File: config.mk
export PLATFORM = sky130hd
export DESIGN_NAME = reg_file_dump_reader_flat
export DESIGN_NICKNAME = d
export VERILOG_FILES = /design/src/rtl/reg_file_dump_reader_if.sv /design/src/rtl/reg_file_dump_reader.sv /design/src/flat_wrapper.sv
export SDC_FILE = /design/constraint.sdc
export NUM_CORES = 1
export LEC_CHECK = 0
export CORE_UTILIZATION = 42
export DETAILED_ROUTE_END_ITERATION = 6
export PLACE_DENSITY = 0.79
export SETUP_SLACK_MARGIN = 0.5
export SLEW_MARGIN = 10
export SYNTH_ARGS = -nofsm -noshare
export SYNTH_HDL_FRONTEND = slang
export SYNTH_SLANG_ARGS = --single-unit
File: constraint.sdc
create_clock -name clk -period 1.87 [get_ports clk]
set_input_delay 0.374 -clock clk [delete_from_list [all_inputs] [get_ports clk]]
set_output_delay 0.374 -clock clk [all_outputs]
set_load 0.02 [all_outputs]
File: src/rtl/reg_file_dump_reader_if.sv
`timescale 1ns/1ps
`default_nettype none
// ============================================================================
// Module      : reg_file_dump_reader_if
// Description : Output word stream of the register-file dump reader.
//               The master drives {addr_o, data_o} with valid_o.
//               The slave answers with ready_i.
// Revision    : 1.0  initial release
// ============================================================================
interface reg_file_dump_reader_if #(
   parameter int N  = 32,
   parameter int AW = 5
);
   logic [AW-1:0] addr_o;
   logic [N-1:0]  data_o;
   logic          valid_o;
   logic          ready_i;

   modport master (
      output addr_o,
      output data_o,
      output valid_o,
      input  ready_i
   );

   modport slave (
      input  addr_o,
      input  data_o,
      input  valid_o,
      output ready_i
   );
endinterface
`default_nettype wire

File: src/rtl/reg_file_dump_reader.sv
`timescale 1ns/1ps
`default_nettype none
// ============================================================================
// Module      : reg_file_dump_reader
// Description : Walks a register range first..last (wrapping modulo 2**AW).
//               Each register is read through the register-file read port.
//               Every word is emitted as {addr, data} on a valid/ready stream.
//               Emits a one-cycle done pulse after the last word is taken.
// Revision    : 1.0  initial release
// ============================================================================
module reg_file_dump_reader #(
   parameter int N  = 32,
   parameter int AW = 5
) (
   input  wire            clk,
   input  wire            reset,            // asynchronous, active low
   input  wire            start_i,
   input  wire            abort_i,
   input  wire [AW-1:0]   first_reg_i,
   input  wire [AW-1:0]   last_reg_i,
   output logic [AW-1:0]  Read_Register_o,
   input  wire [N-1:0]    Read_Data_i,
   output logic           busy_o,
   output logic           done_o,
   reg_file_dump_reader_if.master dump
);

   typedef enum logic [1:0] {
      S_IDLE  = 2'd0,
      S_FETCH = 2'd1,
      S_SEND  = 2'd2,
      S_DONE  = 2'd3
   } state_t;

   localparam logic [AW-1:0] C_ONE = {{(AW-1){1'b0}}, 1'b1};

   state_t        state_q, state_d;
   logic [AW-1:0] cur_q,   cur_d;
   logic [AW-1:0] last_q,  last_d;
   logic [AW-1:0] addr_q,  addr_d;
   logic [N-1:0]  data_q,  data_d;
   logic          valid_q, valid_d;

   // State and datapath registers; reset clears everything at once, even mid-sweep.
   always_ff @(posedge clk or negedge reset) begin
      if (!reset) begin
         state_q <= S_IDLE;
         cur_q   <= '0;
         last_q  <= '0;
         addr_q  <= '0;
         data_q  <= '0;
         valid_q <= 1'b0;
      end else begin
         state_q <= state_d;
         cur_q   <= cur_d;
         last_q  <= last_d;
         addr_q  <= addr_d;
         data_q  <= data_d;
         valid_q <= valid_d;
      end
   end

   // Next-state logic: abort takes priority over a same-cycle accept.
   always_comb begin
      state_d = state_q;
      cur_d   = cur_q;
      last_d  = last_q;
      addr_d  = addr_q;
      data_d  = data_q;
      valid_d = valid_q;
      unique case (state_q)
         S_IDLE: begin
            if (start_i) begin
               cur_d   = first_reg_i;
               last_d  = last_reg_i;
               state_d = S_FETCH;
            end
         end
         S_FETCH: begin
            if (abort_i) begin
               valid_d = 1'b0;
               state_d = S_IDLE;
            end else begin
               data_d  = Read_Data_i;
               addr_d  = cur_q;
               valid_d = 1'b1;
               state_d = S_SEND;
            end
         end
         S_SEND: begin
            if (abort_i) begin
               valid_d = 1'b0;
               state_d = S_IDLE;
            end else if (dump.ready_i) begin
               valid_d = 1'b0;
               if (cur_q == last_q) begin
                  state_d = S_DONE;
               end else begin
                  cur_d   = cur_q + C_ONE;
                  state_d = S_FETCH;
               end
            end
         end
         S_DONE: begin
            state_d = S_IDLE;
         end
         default: begin
            state_d = S_IDLE;
         end
      endcase
   end

   // Status and read-port outputs decode directly from the state register.
   always_comb begin
      busy_o          = (state_q == S_FETCH) || (state_q == S_SEND);
      done_o          = (state_q == S_DONE);
      Read_Register_o = busy_o ? cur_q : '0;
      dump.addr_o     = addr_q;
      dump.data_o     = data_q;
      dump.valid_o    = valid_q;
   end

endmodule
`default_nettype wire

File: src/flat_wrapper.sv
// flat-port wrapper written by rule: the top's interface ports become plain ports
module reg_file_dump_reader_flat 
#(
   parameter int N  = 32,
   parameter int AW = 5
)
  (clk, reset, start_i, abort_i, first_reg_i, last_reg_i, Read_Register_o, Read_Data_i, busy_o, done_o, dump_addr_o, dump_data_o, dump_valid_o, dump_ready_i);
  reg_file_dump_reader_if #(.N(N), .AW(AW)) dump_i ();
  input  wire clk;
  input  wire reset;
  input  wire start_i;
  input  wire abort_i;
  input  wire [AW-1:0] first_reg_i;
  input  wire [AW-1:0] last_reg_i;
  output logic [AW-1:0] Read_Register_o;
  input  wire [N-1:0] Read_Data_i;
  output logic busy_o;
  output logic done_o;
  output wire logic [$bits(dump_i.addr_o)-1:0] dump_addr_o;
  output wire logic [$bits(dump_i.data_o)-1:0] dump_data_o;
  output wire logic [$bits(dump_i.valid_o)-1:0] dump_valid_o;
  input wire logic [$bits(dump_i.ready_i)-1:0] dump_ready_i;
  assign dump_addr_o = dump_i.addr_o;
  assign dump_data_o = dump_i.data_o;
  assign dump_valid_o = dump_i.valid_o;
  assign dump_i.ready_i = dump_ready_i;
  reg_file_dump_reader #(.N(N), .AW(AW)) u_core (.clk(clk), .reset(reset), .start_i(start_i), .abort_i(abort_i), .first_reg_i(first_reg_i), .last_reg_i(last_reg_i), .Read_Register_o(Read_Register_o), .Read_Data_i(Read_Data_i), .busy_o(busy_o), .done_o(done_o), .dump(dump_i));
endmodule
==> flow_results.org <==
** Timing
- Worst rel slew slack :: 0.681
- The worst path in the final design needs a cycle of 1.73 ns, including I/O delays and setup.
- Unrepaired setup endpoints after global routing :: true
- Based on the critical path, the design can be clocked at up to 578 MHz.
- Final setup vio count :: 0
- Setup slack on the critical path of the routed design comes to 0.140 ns.
- The final hold violation count was 0.
- Final clock period utilization by the worst path :: 0.925
- Hold Worst Slack :: 0.0166 ns
- The max-slew violation count was 0.
- Setup skew after layout :: 0.00559 ns
- Worst-Margin Slew :: 0.479 ns

** Clock network
- Counting along the longest clock path gives a buffer depth of 2.
- Clock Root Buffer :: sky130_fd_sc_hd__clkbuf_8
- Counting every sink on the clock net gives 50.
- Hold-fix buffers at CTS :: 0
- Clock slew at the register clock pins of the worst setup and hold paths :: 0.09 ns
- CTS HTree Levels :: 2
- TritonCTS clock tree :: built
- CTS Buf Count :: 5
- Clock latency on the worst-skew pair, taken at its later pin, is 0.30 ns.

** Logic synthesis
- Among all flip-flop cells after synthesis, the most frequent one is sky130_fd_sc_hd__dfrtp_1.
- Fraction of synthesis flops using an asynchronous set or reset pin :: 1.00
- Net count of the mapped netlist :: 212
- By count the netlist is led by 50 x sky130_fd_sc_hd__dfrtp_1, 42 x sky130_fd_sc_hd__mux2_2, 6 x sky130_fd_sc_hd__buf_2.
- In this run the cell area of the synthesized design comes to 2210 um2.
- Register area share after synthesis :: 0.566
- A synthesized cell averages 13.8 um2.
- Number of enable-type register cells in the synthesized netlist :: 0
- Most frequent cell after synthesis :: sky130_fd_sc_hd__dfrtp_1
- By area the synthesized netlist is led by sky130_fd_sc_hd__dfrtp_1 57%, sky130_fd_sc_hd__mux2_2 21%, sky130_fd_sc_hd__ha_1 2.8%.
- The share of synthesized area in the top cell type comes to 0.566.
- Number of warning messages in the yosys log :: 0
- Post-Syn Instances :: 160
- Area leader, netlist :: sky130_fd_sc_hd__dfrtp_1
- Counting flops and latches in the post-synthesis netlist gives 50.
- The number of different library cells used by synthesis comes to 33.

** Worst setup path
- The worst setup path is launched from a flip-flop.
- Endpoint required time on the critical path :: 2.07 ns
- Worst r2r path cells :: 7
- Worst EP arrival :: 1.93 ns
- The worst setup path is captured at a flip-flop.
- In this run the critical register-to-register path is launched from u_core.state_q[1].
- Across all register-to-register paths, the minimum setup slack is 0.14 ns.
- Maximum fanout count along the critical path :: 5
- The critical path in this run is classified as reg -> reg.
- Capture point of the worst reg-to-reg path :: u_core.cur_q[3]

** Routing
- For this block, wires on met1 add up to 2620 um.
- Dividing the detail-routed wire length by the instance count gives 16.6 um.
- Vias per cell :: 5.05
- Iteration-0 DRC count of the detailed router :: 68
- Top routing layer used :: met4
- After detailed routing, the met3 layer carries 327 um of wire.
- Wire segments on met2 add up to 2880 um in the final route.
- Post-route DRC :: 0
- Before antenna repair, the detailed router went through 4 iterations.
- The final layout contains routed wiring with a total length of 5910 um.
- Final ANT Viol Nets :: 0
- Total number of vias :: 1,792

** Job
- Max-cap violations in this run came to 0.

** Floorplanning
- The total area inside the core boundary comes to 5070 um2.
- Die Area :: 5550 um2
- DIE WIDTH :: 74.5 um
- Count of standard-cell rows :: 26
- Io pins :: 92
- Vertical die dimension :: 74.5 um
- Effective utilization at floorplan :: 0.435

** Power
- Power per cell area :: 1950 nW/um2
- Total leakage power :: 1.71 nW
- Highest ir drop seen on vdd :: 1.03 mV
- Power Total :: 7.38 mW

** Min path
- The worst hold path belongs to the class in -> async.

** Outcome
- Outcome :: completed

** Global routing
- The initial antenna violation count came to 0.
- Wire length of the first global-routing pass :: 8450 um
- Number of global-route vias before repair :: 1,702
- Global router's overall resource usage :: 0.208
- Entering global routing, the biggest net connects 23 pins.
- Global routing finished with a remaining overflow of 0.

** Placed design
- Port buffering added 91 buffers.
- Routability congestion estimate from global placement :: 0.845
- Standard cell area after detailed placement :: 3390 um2
- Summed over all nets, the half-perimeter wirelength after detailed placement is 3560 um.
- Worst setup slack before clock tree synthesis :: -0.0715 ns

** Finish
- Once layout is complete, the utilization of the core stands at 0.745.
- At the end of the flow, the number of nets in the layout was 336.
- Area growth from synthesis to layout :: 71.1%
- Fraction of layout instances using a drive strength above 1 :: 0.558
- Ant diodes :: 0
- Final design instance area without fill :: 3780 um2
[worst max-delay path by stage]
stage / start / cells after the start / slack, ns / endpoint
after CTS: u_core.state_q[1] / 4 / 0.19 / Read_Register_o[4]
after global routing: u_core.state_q[0] / 8 / -0.03 / u_core.cur_q[3]
final: u_core.state_q[1] / 7 / 0.14 / u_core.cur_q[3]
after detailed placement: abort_i / 6 / -0.07 / u_core.cur_q[3]
after global placement: abort_i / 6 / -0.03 / u_core.cur_q[3]
after floorplan: u_core.state_q[0] / 8 / 0.30 / u_core.cur_q[3]
[metal layers]
metal / vias to the layer above / global-route usage
met5: - / 0
met2: 81 / 0.333
met3: 12 / 0.0501
li1: 812 / -
met4: 0 / 0.0566
met1: 887 / 0.283
[critical path: stages (launching register included)]
cell	delay, ns
sky130_fd_sc_hd__dfrtp_1	0.42
sky130_fd_sc_hd__buf_6	0.14
sky130_fd_sc_hd__ha_4	0.17
sky130_fd_sc_hd__nand2b_4	0.14
sky130_fd_sc_hd__a21o_1	0.18
sky130_fd_sc_hd__a31oi_4	0.25
sky130_fd_sc_hd__nor2_1	0.10
sky130_fd_sc_hd__a311oi_1	0.24
[state kept, by name (all words and copies together), names as in the netlist]
register             cells
u_core.dump.data_o      32
u_core.cur_q             5
u_core.dump.addr_o       5
u_core.last_q            5
u_core.state_q           2
u_core.dump.valid_o      1
[stage by stage]
stage,cells,setup TNS [ns]
floorplan,160,0
global placement,327,-0.0886
detailed placement,327,-0.265
CTS,347,0
global route,355,-0.0276
finish,355,0
[kinds of logic (layout without fill, tap and decap cells)]
family          after synthesis  after routing  synth area share
flops                        50             50             0.566
mux                          43             43             0.219
simple gates                 27             27            0.0736
compound gates               19             19            0.0696
buf+inv                      11            136            0.0238
fa+ha+maj                     5              5            0.0283
xor+xnor                      5              5            0.0198
[where the power goes]
group / internal, mW / leakage (nW) / switching (mW)
sequential: 1.64 / 0.580 / 0.369
clock: 0.401 / 0.0524 / 0.351
combinational: 2.48 / 1.08 / 2.13
[repair_timing]
action | CTS | global route
setup buffers | 10 | 6
pin swaps | 15 | 4
endpoints found under the hold margin | 0 | 0
resized for setup | 151 | 64
endpoints found under the setup margin | 93 | 90
cloned | 2 | 2
[cell usage in the layout, fill, tap and decap left out, types with 2 or more instances in the layout]
| cell type | Yosys | final |
|---|---|---|
| sky130_fd_sc_hd__a21oi_2 | 0 | 3 |
| sky130_fd_sc_hd__a311oi_1 | 2 | 2 |
| sky130_fd_sc_hd__and2_4 | 0 | 5 |
| sky130_fd_sc_hd__buf_12 | 0 | 4 |
| sky130_fd_sc_hd__buf_16 | 0 | 2 |
| sky130_fd_sc_hd__buf_2 | 6 | 2 |
| sky130_fd_sc_hd__buf_4 | 1 | 19 |
| sky130_fd_sc_hd__buf_6 | 0 | 13 |
| sky130_fd_sc_hd__clkbuf_1 | 0 | 2 |
| sky130_fd_sc_hd__clkbuf_16 | 0 | 2 |
| sky130_fd_sc_hd__clkbuf_2 | 0 | 33 |
| sky130_fd_sc_hd__clkbuf_8 | 0 | 5 |
| sky130_fd_sc_hd__clkdlybuf4s15_2 | 0 | 3 |
| sky130_fd_sc_hd__clkdlybuf4s50_1 | 0 | 44 |
| sky130_fd_sc_hd__dfrtp_1 | 50 | 47 |
| sky130_fd_sc_hd__dfrtp_2 | 0 | 3 |
| sky130_fd_sc_hd__ha_4 | 0 | 3 |
| sky130_fd_sc_hd__inv_1 | 4 | 2 |
| sky130_fd_sc_hd__inv_2 | 0 | 2 |
| sky130_fd_sc_hd__mux2_2 | 42 | 5 |
| sky130_fd_sc_hd__mux2_4 | 0 | 37 |
| sky130_fd_sc_hd__nand2_1 | 4 | 2 |
| sky130_fd_sc_hd__nor2_1 | 4 | 3 |
| sky130_fd_sc_hd__nor2b_4 | 0 | 2 |
| sky130_fd_sc_hd__nor3_1 | 3 | 2 |
| sky130_fd_sc_hd__o21ai_0 | 3 | 2 |
| sky130_fd_sc_hd__o22ai_1 | 2 | 2 |
| sky130_fd_sc_hd__o31ai_1 | 2 | 2 |
| sky130_fd_sc_hd__xor2_1 | 5 | 4 |
[layout make-up]
| cell class | count | area [um2] |
|---|---|---|
| fill | 339 | 1290 |
| sequential | 50 | 1250 |
| multi-input combinational | 99 | 1170 |
| timing repair buffer | 124 | 1140 |
| tap | 70 | 87.6 |
| clock buffer | 7 | 76.3 |
| clock inverter | 1 | 30.0 |
| inverter | 4 | 15.0 |
(Power assumes the default switching activity.)
